### config.mk
export PLATFORM = sky130hd
export DESIGN_NAME = lvds_phase_train_ctl
export DESIGN_NICKNAME = d
export VERILOG_FILES = /design/src/rtl/lvds_rx_pkg.sv /design/src/rtl/lvds_win_eval.sv /design/src/rtl/lvds_phase_train_ctl.sv
export SDC_FILE = /design/constraint.sdc
export NUM_CORES = 1
export LEC_CHECK = 0
export BUFFER_PORTS_ARGS = -buffer_cell sky130_fd_sc_hd__buf_2
export CORE_MARGIN = 1.5
export CORE_UTILIZATION = 50
export DETAILED_ROUTE_END_ITERATION = 12
export GPL_TIMING_DRIVEN = 0
export PLACE_DENSITY = 0.72
export SLEW_MARGIN = 10
export SYNTH_ARGS = -nofsm -noshare
export SYNTH_HDL_FRONTEND = slang
export SYNTH_SLANG_ARGS = --single-unit
### constraint.sdc
create_clock -name rx_sclk -period 4.61 [get_ports rx_sclk]
set_input_delay 0.2305 -clock rx_sclk [delete_from_list [all_inputs] [get_ports rx_sclk]]
set_output_delay 0.2305 -clock rx_sclk [all_outputs]
set_load 0.05 [all_outputs]
### src/rtl/lvds_rx_pkg.sv
// Shared types and constants for the LVDS 7:1 receive training path.
// The rotation helper tells whether a word is some rotation of the training pattern.
package lvds_rx_pkg;

    localparam int NUM_PHASE = 8;
    localparam int PH_W      = 3;
    localparam int WORD_W    = 7;
    localparam int SLIP_MAX  = 7;
    localparam int EVAL_CYC  = 16;

    localparam logic [WORD_W-1:0] DEF_PATTERN = 7'b1100011;

    typedef enum logic [3:0] {
        ST_IDLE,
        ST_SWEEP_SETTLE,
        ST_SWEEP_CHECK,
        ST_EVAL,
        ST_APPLY_SETTLE,
        ST_SLIP_CHECK,
        ST_SLIP_SETTLE,
        ST_LOCKED,
        ST_FAIL
    } train_state_e;

    // A sampling phase is good if the clock lane shows the pattern at any bit offset;
    // word alignment is fixed later with bitslips.
    function automatic logic is_rotation(input logic [WORD_W-1:0] word,
                                         input logic [WORD_W-1:0] pat);
        logic [2*WORD_W-1:0] dbl;
        logic                hit;
        dbl = {pat, pat};
        hit = 1'b0;
        for (int k = 0; k < WORD_W; k++) begin
            if (dbl[(WORD_W - k) +: WORD_W] == word) hit = 1'b1;
        end
        return hit;
    endfunction

endpackage

### src/rtl/lvds_win_eval.sv
// Sequential circular-run finder over the 8-entry phase pass map.
// A go pulse starts a 16-step scan; results are valid in the cycle done is high.
module lvds_win_eval
    import lvds_rx_pkg::*;
(
    input  logic                 clk,
    input  logic                 rst,
    input  logic                 go,
    input  logic [NUM_PHASE-1:0] phase_flag,
    output logic [PH_W-1:0]      win_start,
    output logic [3:0]           win_len,
    output logic [PH_W-1:0]      win_centre,
    output logic                 done
);

    logic [3:0]      idx_q, idx_d;
    logic            active_q, active_d;
    logic [PH_W-1:0] cur_start_q, cur_start_d;
    logic [3:0]      cur_len_q, cur_len_d;
    logic            cur_ok_q, cur_ok_d;
    logic [PH_W-1:0] best_start_q, best_start_d;
    logic [3:0]      best_len_q, best_len_d;
    logic [3:0]      half_len;

    always_ff @(posedge clk or posedge rst) begin
        if (rst) begin
            idx_q        <= '0;
            active_q     <= 1'b0;
            cur_start_q  <= '0;
            cur_len_q    <= '0;
            cur_ok_q     <= 1'b0;
            best_start_q <= '0;
            best_len_q   <= '0;
        end else begin
            idx_q        <= idx_d;
            active_q     <= active_d;
            cur_start_q  <= cur_start_d;
            cur_len_q    <= cur_len_d;
            cur_ok_q     <= cur_ok_d;
            best_start_q <= best_start_d;
            best_len_q   <= best_len_d;
        end
    end

    // Scanning indices 0..15 lets a window that wraps past phase 7 be seen as one run;
    // runs that only begin in the second lap are duplicates and are not counted.
    always_comb begin
        idx_d        = idx_q;
        active_d     = active_q;
        cur_start_d  = cur_start_q;
        cur_len_d    = cur_len_q;
        cur_ok_d     = cur_ok_q;
        best_start_d = best_start_q;
        best_len_d   = best_len_q;
        if (go) begin
            idx_d        = '0;
            active_d     = 1'b1;
            cur_start_d  = '0;
            cur_len_d    = '0;
            cur_ok_d     = 1'b0;
            best_start_d = '0;
            best_len_d   = '0;
        end else if (active_q) begin
            if (phase_flag[idx_q[PH_W-1:0]]) begin
                if (cur_len_q == 4'd0) begin
                    cur_start_d = idx_q[PH_W-1:0];
                    cur_len_d   = 4'd1;
                    cur_ok_d    = ~idx_q[3];
                end else if (cur_len_q < 4'(NUM_PHASE)) begin
                    cur_len_d = cur_len_q + 4'd1;
                end
            end else begin
                cur_len_d = 4'd0;
            end
            // Strictly longer only, so ties keep the earliest start.
            if (cur_ok_d && (cur_len_d > best_len_q)) begin
                best_len_d   = cur_len_d;
                best_start_d = cur_start_d;
            end
            idx_d = idx_q + 4'd1;
            if (idx_q == 4'(EVAL_CYC - 1)) active_d = 1'b0;
        end
    end

    always_comb begin
        half_len   = (best_len_d - 4'd1) >> 1;
        win_start  = best_start_d;
        win_len    = best_len_d;
        win_centre = best_start_d + half_len[PH_W-1:0];
        done       = active_q && (idx_q == 4'(EVAL_CYC - 1));
    end

endmodule

### src/rtl/lvds_phase_train_ctl.sv
// LVDS 7:1 receive training: phase sweep, centre-of-window selection,
// bitslip word alignment and lock monitoring, all in rx_sclk.
module lvds_phase_train_ctl
    import lvds_rx_pkg::*;
#(
    parameter logic [WORD_W-1:0] PATTERN    = DEF_PATTERN,
    parameter int                SETTLE_CYC = 16,
    parameter int                CHECK_CYC  = 64,
    parameter int                LOSS_THR   = 4
) (
    input  logic                 rx_sclk,
    input  logic                 rst,
    input  logic                 start,
    input  logic [WORD_W-1:0]    rx_data,
    output logic [PH_W-1:0]      phase_sel,
    output logic                 phase_load,
    output logic                 bitslip,
    output logic [NUM_PHASE-1:0] phase_flag,
    output logic [PH_W-1:0]      best_phase,
    output logic [3:0]           win_len,
    output logic                 busy,
    output logic                 aligned,
    output logic                 train_fail
);

    localparam int CNT_MAX = (SETTLE_CYC > CHECK_CYC) ? SETTLE_CYC : CHECK_CYC;
    localparam int CNT_W   = $clog2(CNT_MAX + 1);
    localparam int LOSS_W  = $clog2(LOSS_THR + 1);

    train_state_e         state_q, state_d;
    logic [CNT_W-1:0]     cnt_q, cnt_d;
    logic [PH_W-1:0]      phase_sel_q, phase_sel_d;
    logic                 phase_load_q, phase_load_d;
    logic                 bitslip_q, bitslip_d;
    logic [NUM_PHASE-1:0] phase_flag_q, phase_flag_d;
    logic [PH_W-1:0]      best_phase_q, best_phase_d;
    logic [3:0]           win_len_q, win_len_d;
    logic [2:0]           slip_cnt_q, slip_cnt_d;
    logic [LOSS_W-1:0]    loss_cnt_q, loss_cnt_d;

    logic            word_is_rot, word_exact;
    logic            settle_done, check_done, phase_done, last_phase;
    logic            loss_hit, restart, eval_go;
    logic [PH_W-1:0] ev_start, ev_centre;
    logic [3:0]      ev_len;
    logic            ev_done;

    always_comb begin
        word_is_rot = is_rotation(rx_data, PATTERN);
        word_exact  = (rx_data == PATTERN);
        settle_done = (cnt_q == CNT_W'(SETTLE_CYC));
        check_done  = (cnt_q == CNT_W'(CHECK_CYC - 1));
        phase_done  = !word_is_rot || check_done;
        last_phase  = (phase_sel_q == PH_W'(NUM_PHASE - 1));
        loss_hit    = (state_q == ST_LOCKED) && !word_exact
                      && (loss_cnt_q == LOSS_W'(LOSS_THR - 1));
        // Lock loss and start share one restart path, so a coincidence yields one load.
        restart     = start || loss_hit;
        eval_go     = !restart && (state_q == ST_SWEEP_CHECK) && phase_done && last_phase;
    end

    lvds_win_eval u_win_eval (
        .clk        (rx_sclk),
        .rst        (rst),
        .go         (eval_go),
        .phase_flag (phase_flag_q),
        .win_start  (ev_start),
        .win_len    (ev_len),
        .win_centre (ev_centre),
        .done       (ev_done)
    );

    always_ff @(posedge rx_sclk or posedge rst) begin
        if (rst) begin
            state_q      <= ST_IDLE;
            cnt_q        <= '0;
            phase_sel_q  <= '0;
            phase_load_q <= 1'b0;
            bitslip_q    <= 1'b0;
            phase_flag_q <= '0;
            best_phase_q <= '0;
            win_len_q    <= '0;
            slip_cnt_q   <= '0;
            loss_cnt_q   <= '0;
        end else begin
            state_q      <= state_d;
            cnt_q        <= cnt_d;
            phase_sel_q  <= phase_sel_d;
            phase_load_q <= phase_load_d;
            bitslip_q    <= bitslip_d;
            phase_flag_q <= phase_flag_d;
            best_phase_q <= best_phase_d;
            win_len_q    <= win_len_d;
            slip_cnt_q   <= slip_cnt_d;
            loss_cnt_q   <= loss_cnt_d;
        end
    end

    always_comb begin
        state_d = state_q;
        if (restart) begin
            state_d = ST_SWEEP_SETTLE;
        end else begin
            case (state_q)
                ST_SWEEP_SETTLE: if (settle_done) state_d = ST_SWEEP_CHECK;
                ST_SWEEP_CHECK:  if (phase_done) state_d = last_phase ? ST_EVAL : ST_SWEEP_SETTLE;
                ST_EVAL:         if (ev_done) state_d = (ev_len == 4'd0) ? ST_FAIL : ST_APPLY_SETTLE;
                ST_APPLY_SETTLE,
                ST_SLIP_SETTLE:  if (settle_done) state_d = ST_SLIP_CHECK;
                ST_SLIP_CHECK: begin
                    if (word_exact)                        state_d = ST_LOCKED;
                    else if (slip_cnt_q < 3'(SLIP_MAX))    state_d = ST_SLIP_SETTLE;
                    else                                   state_d = ST_FAIL;
                end
                default: state_d = state_q;
            endcase
        end
    end

    always_comb begin
        cnt_d        = cnt_q;
        phase_sel_d  = phase_sel_q;
        phase_load_d = 1'b0;
        bitslip_d    = 1'b0;
        phase_flag_d = phase_flag_q;
        best_phase_d = best_phase_q;
        win_len_d    = win_len_q;
        slip_cnt_d   = slip_cnt_q;
        loss_cnt_d   = loss_cnt_q;
        if (restart) begin
            cnt_d        = '0;
            phase_sel_d  = '0;
            phase_load_d = 1'b1;
            phase_flag_d = '0;
            slip_cnt_d   = '0;
            loss_cnt_d   = '0;
        end else begin
            case (state_q)
                ST_SWEEP_SETTLE, ST_APPLY_SETTLE, ST_SLIP_SETTLE: begin
                    cnt_d = settle_done ? '0 : cnt_q + CNT_W'(1);
                end
                ST_SWEEP_CHECK: begin
                    if (phase_done) begin
                        phase_flag_d[phase_sel_q] = word_is_rot;
                        cnt_d = '0;
                        if (!last_phase) begin
                            phase_sel_d  = phase_sel_q + PH_W'(1);
                            phase_load_d = 1'b1;
                        end
                    end else begin
                        cnt_d = cnt_q + CNT_W'(1);
                    end
                end
                ST_EVAL: begin
                    // On an empty map best_phase/win_len keep the previous training's values.
                    if (ev_done && (ev_len != 4'd0)) begin
                        best_phase_d = ev_centre;
                        win_len_d    = ev_len;
                        phase_sel_d  = ev_centre;
                        phase_load_d = 1'b1;
                        cnt_d        = '0;
                        slip_cnt_d   = '0;
                    end
                end
                ST_SLIP_CHECK: begin
                    if (word_exact) begin
                        loss_cnt_d = '0;
                    end else if (slip_cnt_q < 3'(SLIP_MAX)) begin
                        bitslip_d  = 1'b1;
                        slip_cnt_d = slip_cnt_q + 3'd1;
                        cnt_d      = '0;
                    end
                end
                ST_LOCKED: loss_cnt_d = word_exact ? '0 : loss_cnt_q + LOSS_W'(1);
                default: ;
            endcase
        end
    end

    always_comb begin
        busy       = !((state_q == ST_IDLE) || (state_q == ST_LOCKED) || (state_q == ST_FAIL));
        aligned    = (state_q == ST_LOCKED);
        train_fail = (state_q == ST_FAIL);
        phase_sel  = phase_sel_q;
        phase_load = phase_load_q;
        bitslip    = bitslip_q;
        phase_flag = phase_flag_q;
        best_phase = best_phase_q;
        win_len    = win_len_q;
    end

    a_centre: assert property (@(posedge rx_sclk) disable iff (rst)
        (ev_done && (ev_len != 4'd0)) |->
            (ev_centre == PH_W'(ev_start + PH_W'((ev_len - 4'd1) >> 1))));

endmodule

# After elaboration in Yosys (flattened, before gate mapping)

Cells that the tools add are included.

Bits in registers: 57
Output and inout bits: 23
Word-level logic and storage cells: 184
Input port bits: 10

Eq/ne operators: 30
Order comparisons: 6
Mux-type cells: 83
Reduce and logical (&&, ||, !) cells: 38
Bitwise operators: 2
Add/sub/neg operators: 8

Operators by type and width:

| cell                                                                 | count |
|---|---|
| 4-bit 2-to-1 mux                                                     | 20 |
| 3-bit 2-to-1 mux                                                     | 18 |
| 7-bit 2-to-1 mux                                                     | 6 |
| 7-bit == test, first input constant                                  | 4 |
| 7-bit one-hot mux with 4 select lines                                | 1 |
| 3-bit != test, second input constant                                 | 9 |
| 1-bit 2-to-1 mux                                                     | 26 |
| 8-bit 2-to-1 mux                                                     | 3 |
| 4-bit one-hot mux with 5 select lines                                | 1 |
| 3-bit one-hot mux with 2 select lines                                | 3 |
| 4-bit by 3-bit == test with 1-bit output, second input constant      | 4 |
| 4-bit logical NOT                                                    | 3 |
| 4-bit AND reduction                                                  | 3 |
| 3-bit by 1-bit adder with 3-bit output, second input constant        | 3 |
| 1-bit logical AND                                                    | 9 |
| 3-bit nonzero test                                                   | 3 |
| 4-bit by 1-bit adder with 4-bit output, second input constant        | 2 |
| 8-bit bitwise mux                                                    | 1 |
| 4-bit by 2-bit == test with 1-bit output, second input constant      | 2 |
| 4-bit == test, second input constant                                 | 2 |
| 3-bit by 4-bit < comparator with 1-bit output, second input constant | 2 |
| 7-bit by 1-bit adder with 7-bit output, second input constant        | 1 |
| 4-bit by 7-bit == test with 1-bit output, first input constant       | 1 |
| 5-bit by 7-bit == test with 1-bit output, first input constant       | 1 |
| 29 further kinds                                                     | 39 |

# Logic depth before layout (Yosys ltp)

Gate-level depths: netlist of the first run.

Depth in word-level cells: 23
Mapped depth: 24
Depth with buffers taken out: 23

# Hierarchy

A second synthesis of the first run with hierarchy kept.

Cell total of the unflattened synthesis: 397
Area, all modules: 3,941.3 sq um

Modules (own cells, without submodules):

| module               | cells each | seq. area each (sq um) | area an instance (sq um) | times used |
|---|---|---|---|---|
| lvds_phase_train_ctl | 240        | 925.9                  | 2,462.4                  | 1 |
| lvds_win_eval        | 157        | 500.5                  | 1,478.9                  | 1 |

# Worst setup path after synthesis of the first run

OpenSTA, ideal clock, no wires.

Path type: register -> register
Start: register phase_flag_q[3] (netlist: phase_flag[3])
End: register phase_sel_q[2] (netlist: phase_sel[2])
Stages on the path, launching flop included: 23
Period minus slack after synthesis: 5,034 ps
Path buffers: 0
Setup time: 126 ps
Slack: -424 ps
Arrival time: 4,908 ps
Data required time: 4,484 ps
Cells stage by stage: dfrtp_1 mux2i_1 a22oi_1 nand2_1 nor3_1 ha_1 nor2b_1 o21a_1 o21a_1 maj3_2 nand2_2 nand2_1 a21oi_1 inv_1 ha_1 inv_1 ha_1 inv_1 fa_1 xnor2_1 xnor3_1 nor4b_1 a311o_1

Word-level cells in the longest chain between the ends: 15
Elaborated cells between the ends (all ways): 26
Those cells by class: add/sub: 2; order compare: 1; eq/ne: 1; mux: 18; reduce/logical: 4

Ends and longest elaborated chain:

| element                                     | line                        | source |
|---|---|---|
| start: declaration                          | lvds_phase_train_ctl.sv:35  | `logic [NUM_PHASE-1:0] phase_flag_q, phase_flag_d;` |
| start signal: assignment                    | lvds_phase_train_ctl.sv:91  | `phase_flag_q <= phase_flag_d;` |
| 1-bit binary-select mux with 3-bit select * | lvds_win_eval.sv:64         | `if (phase_flag[idx_q[PH_W-1:0]]) begin` |
| 1-bit 2-to-1 mux (not written as such) *    | lvds_win_eval.sv:64         |  |
| 4-bit 2-to-1 mux                            | lvds_win_eval.sv:64         |  |
| 4-bit 2-to-1 mux                            | lvds_win_eval.sv:63         | `end else if (active_q) begin` |
| 4-bit 2-to-1 mux                            | lvds_win_eval.sv:55         | `if (go) begin` |
| 4-bit greater-than comparator               | lvds_win_eval.sv:76         | `if (cur_ok_d && (cur_len_d > best_len_q)) begin` |
| 1-bit logical AND                           | lvds_win_eval.sv:76         |  |
| 4-bit 2-to-1 mux *                          | lvds_win_eval.sv:76         |  |
| 4-bit 2-to-1 mux *                          | lvds_win_eval.sv:63         |  |
| 4-bit 2-to-1 mux *                          | lvds_win_eval.sv:55         |  |
| net ev_len[0]                               | lvds_phase_train_ctl.sv:45  | `logic [3:0] ev_len;` |
| 4-bit by 1-bit subtractor with 4-bit output | lvds_win_eval.sv:86         | `half_len = (best_len_d - 4'd1) >> 1;` |
| 3-bit adder                                 | lvds_win_eval.sv:89         | `win_centre = best_start_d + half_len[PH_W-1:0];` |
| 3-bit 2-to-1 mux                            | lvds_phase_train_ctl.sv:156 | `if (ev_done && (ev_len != 4'd0)) begin` |
| 3-bit one-hot mux with 2 select lines       | lvds_phase_train_ctl.sv:138 | `case (state_q)` |
| 3-bit 2-to-1 mux                            | lvds_phase_train_ctl.sv:130 | `if (restart) begin` |
| end signal: assignment                      | lvds_phase_train_ctl.sv:88  | `phase_sel_q <= phase_sel_d;` |
| end: declaration                            | lvds_phase_train_ctl.sv:32  | `logic [PH_W-1:0] phase_sel_q, phase_sel_d;` |

Mark *: on every way through the listed nets, which the timed path passes. The rest lies on a longest branch. The select of a mux whose other input is x is not followed.
A chain may end at the register's enable or synchronous reset.

# Worst setup path in the final report of the first run

Start: register u_win_eval.idx_q[1]
End: register phase_sel_q[2] (netlist: phase_sel[2])

Word-level cells in the longest chain between the ends: 15
Elaborated cells between the ends (all ways): 29
Those cells by class: add/sub: 2; order compare: 1; eq/ne: 2; mux: 19; reduce/logical: 5

Ends and longest elaborated chain:

| element                                     | line                        | source |
|---|---|---|
| start: declaration                          | lvds_win_eval.sv:16         | `logic [3:0] idx_q, idx_d;` |
| start signal: assignment                    | lvds_win_eval.sv:35         | `idx_q <= idx_d;` |
| 1-bit binary-select mux with 3-bit select * | lvds_win_eval.sv:64         |  |
| 1-bit 2-to-1 mux (not written as such) *    | lvds_win_eval.sv:64         |  |
| 4-bit 2-to-1 mux                            | lvds_win_eval.sv:64         |  |
| 4-bit 2-to-1 mux                            | lvds_win_eval.sv:63         |  |
| 4-bit 2-to-1 mux                            | lvds_win_eval.sv:55         |  |
| 4-bit greater-than comparator               | lvds_win_eval.sv:76         |  |
| 1-bit logical AND                           | lvds_win_eval.sv:76         |  |
| 4-bit 2-to-1 mux *                          | lvds_win_eval.sv:76         |  |
| 4-bit 2-to-1 mux *                          | lvds_win_eval.sv:63         |  |
| 4-bit 2-to-1 mux *                          | lvds_win_eval.sv:55         |  |
| net ev_len[0]                               | lvds_phase_train_ctl.sv:45  |  |
| 4-bit by 1-bit subtractor with 4-bit output | lvds_win_eval.sv:86         |  |
| 3-bit adder                                 | lvds_win_eval.sv:89         |  |
| 3-bit 2-to-1 mux                            | lvds_phase_train_ctl.sv:156 |  |
| 3-bit one-hot mux with 2 select lines       | lvds_phase_train_ctl.sv:138 |  |
| 3-bit 2-to-1 mux                            | lvds_phase_train_ctl.sv:130 |  |

Marked as above.

==> results.cfg, run 1 <==
[global_routing]
groute.usage.overall = 0.2482
antenna_found_initial = 0
grt_pass1_vias = 3155
global_route_wire_length_before_repair_um = 14860
grt_max_degree = 31
grt_overflow = 0

[route]
avgViaCountPerCell = 5.653
dr_total_vias = 3245
wl_per_cell_um = 15.53
wl_met2_um = 4625
met3_wirelength_um = 322
total_wire_length_um = 8913
post-route-drc-count = 0
drt_pass1_iterations = 4
routedLengthMet1_um = 3752
route.top_layer_used = met4
drt_iter0_drc = 189
antenna_violating_nets_post_route = 0

[synth]
seq_area_frac_synth = 0.3922
ys_top_cells_by_area = dfrtp_1, mux2i_1, ha_1
asyncSetResetFlopFracSynth = 1.000
synth_top_area_cell = dfrtp_1
synthDistinctLibCells = 68
synth_top_area_share = 0.3922
post_synth.cell_area_avg_um2 = 9.003
yosys_reg_bits = 57
synth_warnings = 0
synth_enable_flop_cells = 0
synthesis.nets = 430
yosys.cell_count.top_type = dfrtp_1
synth.cells.most_frequent = dfrtp_1, nor2_1, nand2_1
synthesis.instances = 404
synth_top_flop_cell = dfrtp_1
mappedNetlistArea_um2 = 3637

[placed_design]
dpl.cell_count = 533
post_place_worst_slack_ns = -0.4005
placedInstanceArea_um2 = 3960
gpl.final_weighted_congestion = 0.9491
port_buffers = 32
detail_placement_hpwl_um = 6044

[critical_path]
setup.reg_to_reg.worst_slack_ns = -0.03
ff2ff_path_depth = 22
worst-endpoint-required_ns = 4.83
r2r-end = phase_sel[2]
element_type_at_the_critical_path_start = register
critical_path.endpoint = phase_sel[2]
critical_path.max_fanout = 9
timing.critical_path.to_type = register
worstReg2RegStart = u_win_eval.idx_q[1]
cp.arrival_ns = 4.86
critical_path.startpoint = u_win_eval.idx_q[1]
ws_path_type = reg -> reg

[clocking]
htree_num_levels = 3
clock_tree_sinks = 57
clock_tree.root_cell = clkbuf_8
clock_tree_from_tritoncts = done
clock_tree.buffer_depth = 2
cts_inserted_buffers = 9
worstSkewPairLatency_ns = 0.34
holdBufCountCts = 0
cts.reportedPaths.clkPinSlew_ns = 0.08

[power]
p_leak_uw = 0.002094
switching_share = 0.4125
power-per-cell-area_nw_per_um2 = 586.9
power.ir.vdd_worst_v = 0.0002609
clock_share_of_power = 0.192
p_sw_uw = 1097
intPower_uw = 1562
power_frac_comb = 0.551
power.share.sequential = 0.257

[timing]
worstMarginPinSlew_ns = 0.8519
finalWorstPathRequiredPeriod_ns = 4.636
max_slew_violation_total_from_the_final_report = 0
layout_worst_path_cycle_share = 1.006
timing.final.hold_violations = 12
fmax_mhz = 215.7
fin_worst_hold_slack_ns = -0.007633
grt_setup_unrepaired = yes
final_clock_skew_ns = 0.01216
final_setup_margin_ns = -0.02618
finish_stage_setup_viols = 1
slew-limit-headroom = 0.4308

[layout]
fill_cells = 559
postLayoutCellArea_um2 = 4532
antenna_cells_inserted = 0
layout-drive-gt1-share = 0.2803
syn_to_final_growth_pct = 24.60
fin_cells = 574
num-nets-final = 499

[floorplan]
placementRows = 30
design.portCount = 33
die_w_um = 88.29
die_height_um = 88.29
initial_utilization = 0.5266
core_area_um2 = 6907
dieArea_um2 = 7795

[flow_run]
max-cap-violations = 0

[run_status]
outcome = finished with violations
failed_checks = hold timing, setup timing

[min_path]
timing.hold.worst.class = in -> async
-- worst min path at each step --
| stage | endpoint | cells after the start | slack (ns) | from |
|---|---|---|---|---|
| after floorplan | state_q[3] | 1 | 0.33 | start |
| after global placement | win_len[1] | 2 | 0.47 | win_len[1] |
| after detailed placement | best_phase[2] | 2 | 0.38 | rst |
| after CTS | best_phase[2] | 2 | 0.01 | rst |
| after global routing | best_phase[2] | 2 | 0.04 | rst |
| final | best_phase[2] | 2 | -0.008 | rst |
-- power by group through the flow --
stage               sequential (µW)  clock, µW  combinational, µW
detailed placement              689          0               1100
CTS                             681        514               1320
global placement                685          0               1070
floorplan                       738          0                815
global route                    697        535               1590
finish                          684        510               1470
-- cell families (layout without fill, tap and decap cells) --
group,after synthesis,in the layout,synth area share
AND/OR/NAND/NOR,168,168,0.2305
flip-flops,57,57,0.3922
XOR/XNOR,8,8,0.02305
adder cells (fa/ha/maj),18,18,0.06295
buffers and inverters,41,115,0.04713
AO/OA/AOI/OAI,84,84,0.1607
multiplexers,28,28,0.08359
-- sequential cells by signal, indices dropped and copies added, names as in the netlist, 3 cells and up --
name / cells
best_phase: 3
cnt_q: 7
loss_cnt_q: 3
phase_flag: 8
phase_sel: 3
slip_cnt_q: 3
state_q: 4
u_win_eval.best_len_q: 4
u_win_eval.best_start_q: 3
u_win_eval.cur_len_q: 4
u_win_eval.cur_start_q: 3
u_win_eval.idx_q: 4
win_len: 4
-- stage by stage --
| step | power [µW] | setup TNS (ns) | util |
|---|---|---|---|
| floorplan | 1553 | 0 | - |
| detailed placement | 1793 | -0.9436 | 0.5734 |
| global placement | 1754 | -0.5825 | 0.5705 |
| CTS | 2520 | -0.05164 | 0.6411 |
| global route | 2826 | -0.2408 | 0.6562 |
| finish | 2660 | -0.02618 | 0.6562 |
-- critical path: stages, from the launching register on --
cell and delay, ns:
dfrtp_1 0.48, nor2b_1 0.20, a22oi_2 0.25, nand2_4 0.12, nor3_4 0.23, ha_4 0.23, nor2b_4 0.12, o21a_1 0.19
o21a_1 0.20, maj3_2 0.37, nand2_4 0.11, nand2_2 0.05, a21oi_2 0.17, inv_2 0.07, ha_4 0.25, inv_4 0.05
ha_4 0.12, inv_2 0.03, fa_2 0.34, xnor2_2 0.15, xnor3_1 0.29, nor4b_4 0.15, a311o_1 0.33
-- timing repair --
action / in CTS / in global routing
pin swaps: 11 / 19
setup endpoints to repair: 10 / 18
buffers inserted: 25 / 3
gates cloned: 0 / 0
resized for setup: 17 / 22
-- per-layer routing --
metal,up-vias,global-route usage
met5,-,0
met4,0,0.1051
met3,27,0.03825
met2,78,0.4316
met1,1566,0.3075
li1,1574,-
-- placed cells by master, fill, tap and decap left out, types with 5 or more instances in the layout --
| cell | synthesis | final |
|---|---|---|
| buf_4 | 0 | 22 |
| nand2_1 | 41 | 38 |
| and2_1 | 6 | 6 |
| nand2b_1 | 5 | 5 |
| nor3b_1 | 6 | 5 |
| mux2_4 | 4 | 6 |
| nor2b_1 | 8 | 7 |
| nor3_1 | 10 | 9 |
| nor2_1 | 47 | 46 |
| buf_6 | 2 | 5 |
| clkbuf_1 | 12 | 13 |
| inv_1 | 24 | 19 |
| o21ai_0 | 23 | 21 |
| clkbuf_8 | 0 | 9 |
| buf_2 | 2 | 34 |
| dfrtp_1 | 57 | 49 |
| dfrtp_2 | 0 | 8 |
| a21oi_1 | 21 | 18 |
| nand3_1 | 18 | 17 |
| ha_1 | 15 | 11 |
| mux2i_1 | 21 | 19 |
-- final cells by class --
type,instances,area (µm²),area share
clock buffers,10,127.6,0.02816
plain buffers,17,81.33,0.01795
flip-flops and latches,57,1436,0.3170
multi-input cells,306,2212,0.4881
clock inverters,6,82.58,0.01822
inverters,24,92.59,0.02043
well taps,96,120.1,0.02650
repair buffers,58,379.1,0.08366
Power figures use the tool's default switching activity.
==> inputs of run 2 (changes only) <==
--- a/config.mk
+++ b/config.mk
@@ -7,10 +7,9 @@
 export LEC_CHECK = 0
 export BUFFER_PORTS_ARGS = -buffer_cell sky130_fd_sc_hd__buf_2
 export CORE_MARGIN = 1.5
-export CORE_UTILIZATION = 50
+export CORE_UTILIZATION = 36
 export DETAILED_ROUTE_END_ITERATION = 12
 export GPL_TIMING_DRIVEN = 0
-export PLACE_DENSITY = 0.72
 export SLEW_MARGIN = 10
 export SYNTH_ARGS = -nofsm -noshare
 export SYNTH_HDL_FRONTEND = slang
==> run 2 against run 1 <==
  * The run now ends clean
  * Fmax increased by 1.1%
  * Worst hold slack improved by 0.024 ns
  * Critical path depth increased by 1
  * First-iteration DRC count decreased by 55%
  * Global-route usage decreased by 7.2 points
  * Largest power group unchanged
==> results.cfg, run 2 (same netlist as run 1, synthesis figures left out) <==
[route]
total_wire_length_um = 8954
dr_total_vias = 3243
drt_pass1_iterations = 4
wl_per_cell_um = 14.63
avgViaCountPerCell = 5.299
antenna_violating_nets_post_route = 0
drt_iter0_drc = 85
post-route-drc-count = 0

[layout]
layout-drive-gt1-share = 0.2693
num-nets-final = 500
syn_to_final_growth_pct = 23.87
final_cell_mix = dfrtp_1, nor2_1, nand2_1, buf_2, buf_4
largest_reg_flops = 8
layout_commonest_cell = dfrtp_1
antenna_cells_inserted = 0

[timing]
slew-limit-headroom = 0.3993
final_setup_margin_ns = 0.02482
setup-tns-final_ns = 0
fin_worst_hold_slack_ns = 0.01592
finish_stage_setup_viols = 0
fmax_mhz = 218.1
finalWorstPathRequiredPeriod_ns = 4.585
layout_worst_path_cycle_share = 0.9946
max_slew_violation_total_from_the_final_report = 0
grt_setup_unrepaired = yes
final_clock_skew_ns = 0.01259
worstMarginPinSlew_ns = 0.8991
timing.final.hold_violations = 0

[power]
power.ir.vdd_worst_v = 0.0002390
power-per-cell-area_nw_per_um2 = 578.3
p_leak_uw = 0.002073

[global_routing]
groute.usage.overall = 0.1763
antenna_found_initial = 0
grt_pass1_vias = 3274
grt_max_degree = 58
global_route_wire_length_before_repair_um = 15370
grt_overflow = 0

[floorplan]
initial_utilization = 0.3721
die_height_um = 103.5
placementRows = 36
design.portCount = 33
dieArea_um2 = 10720
core_area_um2 = 9774
die_w_um = 103.5

[min_path]
timing.hold.worst.class = in -> async

[clocking]
clock_tree.buffer_depth = 2
cts_inserted_buffers = 9
holdBufCountCts = 0
worstSkewPairLatency_ns = 0.34
clock_tree.root_cell = clkbuf_8
htree_num_levels = 3
clock_tree_sinks = 57
clock_tree_from_tritoncts = done
cts.reportedPaths.clkPinSlew_ns = 0.07

[critical_path]
worst-endpoint-required_ns = 4.82
cp.arrival_ns = 4.80
element_type_at_the_critical_path_start = register
ff2ff_path_depth = 23
timing.critical_path.to_type = register
critical_path.max_fanout = 5
ws_path_type = reg -> reg

[flow_run]
max-cap-violations = 0

[placed_design]
post_place_worst_slack_ns = -0.3785
gpl.final_weighted_congestion = 0.8689
port_buffers = 32
detail_placement_hpwl_um = 6167

[run_status]
outcome = complete, no violations
run 2: worst paths after layout:
| path | start | end | slack (ns) |
|---|---|---|---|
| hold / removal | rst | win_len[3] | 0.02 |
| min in group rx_sclk | start | state_q[3] | 0.16 |
| max in group asynchronous | rst | phase_flag[5] | 4.06 |
| setup / recovery | u_win_eval.idx_q[0] | phase_sel[2] | 0.02 |
| hold reg to reg | win_len[1] | win_len[1] | 0.48 |
| setup reg to reg | u_win_eval.idx_q[0] | phase_sel[2] | 0.02 |
run 2: layout make-up:
class	count	area (µm²)
buffer	17	81.33
clock buffer	11	141.4
clock inverter	5	55.05
fill	947	5269
inverter	24	92.59
multi-input combinational	306	2165
sequential	57	1438
tap	133	166.4
timing repair buffer	59	366.6
run 2: worst max-delay path, cell delays in order (launching register included):
cell and delay (ns):
dfrtp_1 0.39, buf_6 0.14, mux2_4 0.30, o22a_1 0.26, nand2_4 0.12, nor3_4 0.05
ha_1 0.29, nor2b_1 0.13, o21a_1 0.19, o21a_1 0.18, maj3_2 0.34, nand2_4 0.10
nand2_2 0.05, a21oi_2 0.18, inv_2 0.08, ha_4 0.24, inv_2 0.06, ha_4 0.12
inv_2 0.03, fa_2 0.35, xnor2_2 0.14, xnor3_1 0.25, nor4b_4 0.15, a311o_1 0.33
run 2: metrics by stage:
step / cell area (µm²) / power [µW] / instances / utilization
final: 4506 / 2605 / 612 / 0.4610
after global routing: 4506 / 2796 / 612 / 0.4610
after CTS: 4412 / 2506 / 609 / 0.4514
after detailed placement: 3989 / 1792 / 569 / 0.4081
after global placement: 3986 / 1768 / 569 / 0.4078
after floorplan: 3660 / 1553 / 404 / -
run 2: power breakdown:
group	switching (µW)	total, µW	internal (µW)
clock network	213	475	263
logic	773	1450	673
registers	81.8	684	602
total	1070	2610	1540
run 2: repair_timing:
| action | 4_1_cts | 5_1_grt |
|---|---|---|
| gates cloned | 0 | 0 |
| endpoints found under the setup margin | 8 | 15 |
| resized for setup | 10 | 19 |
| buffers inserted | 24 | 5 |
| pin swaps | 12 | 17 |
run 2: layer usage:
layer | up-vias | track usage | wire length, µm
met5 | - | 0 | 0
met4 | 0 | 0.08532 | 298
met3 | 27 | 0.04028 | 303
met2 | 75 | 0.3076 | 4593
met1 | 1566 | 0.2039 | 3758
li1 | 1575 | - | -
==> inputs of run 3 (changes only) <==
--- a/config.mk
+++ b/config.mk
@@ -5,6 +5,7 @@
 export SDC_FILE = /design/constraint.sdc
 export NUM_CORES = 1
 export LEC_CHECK = 0
+export ABC_AREA = 1
 export BUFFER_PORTS_ARGS = -buffer_cell sky130_fd_sc_hd__buf_2
 export CORE_MARGIN = 1.5
 export CORE_UTILIZATION = 36
==> run 3 against run 2 <==
  * Setup slack better by 0.51 ns
  * Wire length is 1.6% lower
  * Sequential share of layout area is 1.4 points higher
  * Cell count is 13% higher
  * Critical endpoint unchanged
  * Largest power group unchanged
==> results.cfg, run 3 <==
[route]
total_wire_length_um = 8814
wl_per_cell_um = 12.76
drt_pass1_iterations = 4
avgViaCountPerCell = 4.948
dr_total_vias = 3419
drt_iter0_drc = 149
post-route-drc-count = 0
antenna_violating_nets_post_route = 0

[layout]
area_taken_by_flip_flops_and_latches_um2 = 1426
postLayoutCellArea_um2 = 4285
layout_commonest_cell = nand2_1
antenna_cells_inserted = 0
syn_to_final_growth_pct = 14.09
multi_input_comb_area_um2 = 1957
layout-drive-gt1-share = 0.1730
largest_reg_flops = 8
fill_cells = 1052
final_cell_mix = nand2_1, inv_1, dfrtp_1, nand3_1, o21ai_0
num-nets-final = 576

[synth]
synthesis.nets = 533
synth_warnings = 0
seq_area_frac_synth = 0.3797
synth.cells.most_frequent = nand2_1, inv_1, dfrtp_1
ys_top_cells_by_area = dfrtp_1, nand2_1, inv_1
post_synth.cell_area_avg_um2 = 7.408
yosys_reg_bits = 57
synth_top_area_share = 0.3797
synth_top_flop_cell = dfrtp_1
synthesis.instances = 507
asyncSetResetFlopFracSynth = 1.000
mappedNetlistArea_um2 = 3756
yosys.cell_count.top_type = nand2_1
synthDistinctLibCells = 40
synth_top_area_cell = dfrtp_1
synth_enable_flop_cells = 0

[critical_path]
timing.critical_path.to_type = register
ws_path_type = reg -> reg
worst_path_largest_cell_delay_ns = 0.47
setup.reg_to_reg.worst_slack_ns = 0.53
element_type_at_the_critical_path_start = register
ff2ff_path_depth = 33
worst-endpoint-required_ns = 4.85
worstReg2RegStart = u_win_eval.idx_q[0]
r2r-end = phase_sel[2]
timing.critical_path.slowest_stage_cell = dfrtp_1
critical_path.max_fanout = 9
timing.critical_path.buf_inv = 5
cpMostUsedCell = nand2_1
cp.arrival_ns = 4.32
cpLargestDelayFamily = simple AND/OR/NAND/NOR gates

[global_routing]
antenna_found_initial = 0
grt_max_degree = 58
grt_overflow = 0
grt_pass1_vias = 3321
groute.usage.overall = 0.1721
global_route_wire_length_before_repair_um = 15340

[clocking]
clock_tree_sinks = 57
clock_tree.root_cell = clkbuf_8
clock_tree.buffer_depth = 2
clock_tree_from_tritoncts = done
worstSkewPairLatency_ns = 0.35
cts.reportedPaths.clkPinSlew_ns = 0.07
cts_post_setup_buffers_inserted = 0
postCtsResizedCells = 0
holdBufCountCts = 0
htree_num_levels = 3
cts_inserted_buffers = 9

[timing]
final_clock_skew_ns = 0.007182
final_setup_margin_ns = 0.5310
timing.final.hold_violations = 0
setup-tns-final_ns = 0
fmax_mhz = 245.2
grt_setup_unrepaired = no
max_slew_violation_total_from_the_final_report = 0
fin_worst_hold_slack_ns = 0.005038
finish_stage_setup_viols = 0
slew-limit-headroom = 0.5194
layout_worst_path_cycle_share = 0.8848
worstMarginPinSlew_ns = 0.7210
finalWorstPathRequiredPeriod_ns = 4.079

[floorplan]
initial_utilization = 0.3671
die_height_um = 105.1
placementRows = 37
die_w_um = 105.1
dieArea_um2 = 11060
core_area_um2 = 10230
design.portCount = 33

[placed_design]
placedInstanceArea_um2 = 4089
post_place_worst_slack_ns = 0.5482
port_buffers = 32
detail_placement_hpwl_um = 6584
gpl.final_weighted_congestion = 0.8745

[flow_run]
max-cap-violations = 0

[power]
power-per-cell-area_nw_per_um2 = 669.6
power.ir.vdd_worst_v = 0.0002721
p_leak_uw = 0.002186
totalPowerFinal_uw = 2870

[min_path]
timing.hold.worst.class = in -> async

[run_status]
outcome = complete, no violations
-- run 3: changes by cell type in the layout (fill, tap and decap cells not counted), moves of 8 or more --
cell     before  now
buf_4        26    1
dfrtp_1      48   57
dfrtp_2       9    0
inv_1        19   74
mux2i_1      21    1
nand2_1      39  114
nand2_2       1    9
nand3_1      18   48
nor2_1       47   24
nor2b_1       8    0
o21ai_0      21   38
o21ai_1       2   14
-- run 3: worst max-delay path by stage --
stage,start,endpoint,slack (ns),depth (start not counted)
6_report,u_win_eval.idx_q[0],phase_sel[2],0.53,33
5_1_grt,u_win_eval.idx_q[0],phase_sel[2],0.1,34
4_1_cts,u_win_eval.idx_q[0],phase_sel[2],0.54,33
3_5_place_dp,u_win_eval.idx_q[0],phase_sel[2],0.55,33
3_3_place_gp,u_win_eval.idx_q[0],phase_sel[2],0.59,33
2_1_floorplan,phase_flag[5],phase_sel[2],0.87,33
-- run 3: area by class of cell --
class,instances,area share
multi-input cells,354,0.4566
flip-flops and latches,57,0.3328
inverters,87,0.07679
well taps,136,0.03971
repair buffers,32,0.03737
clock buffers,11,0.03299
clock inverters,5,0.01285
plain buffers,9,0.01080
-- run 3: report_power, final --
part | internal (µW) | switching [µW]
registers | 647 | 129
logic | 503 | 1120
clock network | 262 | 212
total | 1410 | 1460
-- run 3: logic make-up (layout without fill, tap and decap cells) --
logic type                 Yosys count  after routing  share of synthesized area
AOI/OAI and AO/OA                   90             90                     0.1342
buffers and inverters               96            144                    0.09927
xor gates and xnor gates             4              4                   0.009326
adders and majority gates           16             16                    0.05530
DFF                                 57             57                     0.3797
muxes                                1              1                   0.002665
and+or+nand+nor                    243            243                     0.3195
-- run 3: stage by stage --
stage | std cells | util
2_1_floorplan | 507 | -
3_3_place_gp | 675 | 0.3994
3_5_place_dp | 675 | 0.3997
4_1_cts | 691 | 0.4189
5_1_grt | 691 | 0.4189
6_report | 691 | 0.4189
-- run 3: metal layers --
layer / vias up / track usage / share of wire / wire length [µm]
met5: - / 0 / 0 / 0
met4: 0 / 0.06751 / 0.018 / 155
met3: 14 / 0.04055 / 0.028 / 248
met2: 53 / 0.2857 / 0.49 / 4298
met1: 1597 / 0.2154 / 0.47 / 4112
li1: 1755 / - / - / -
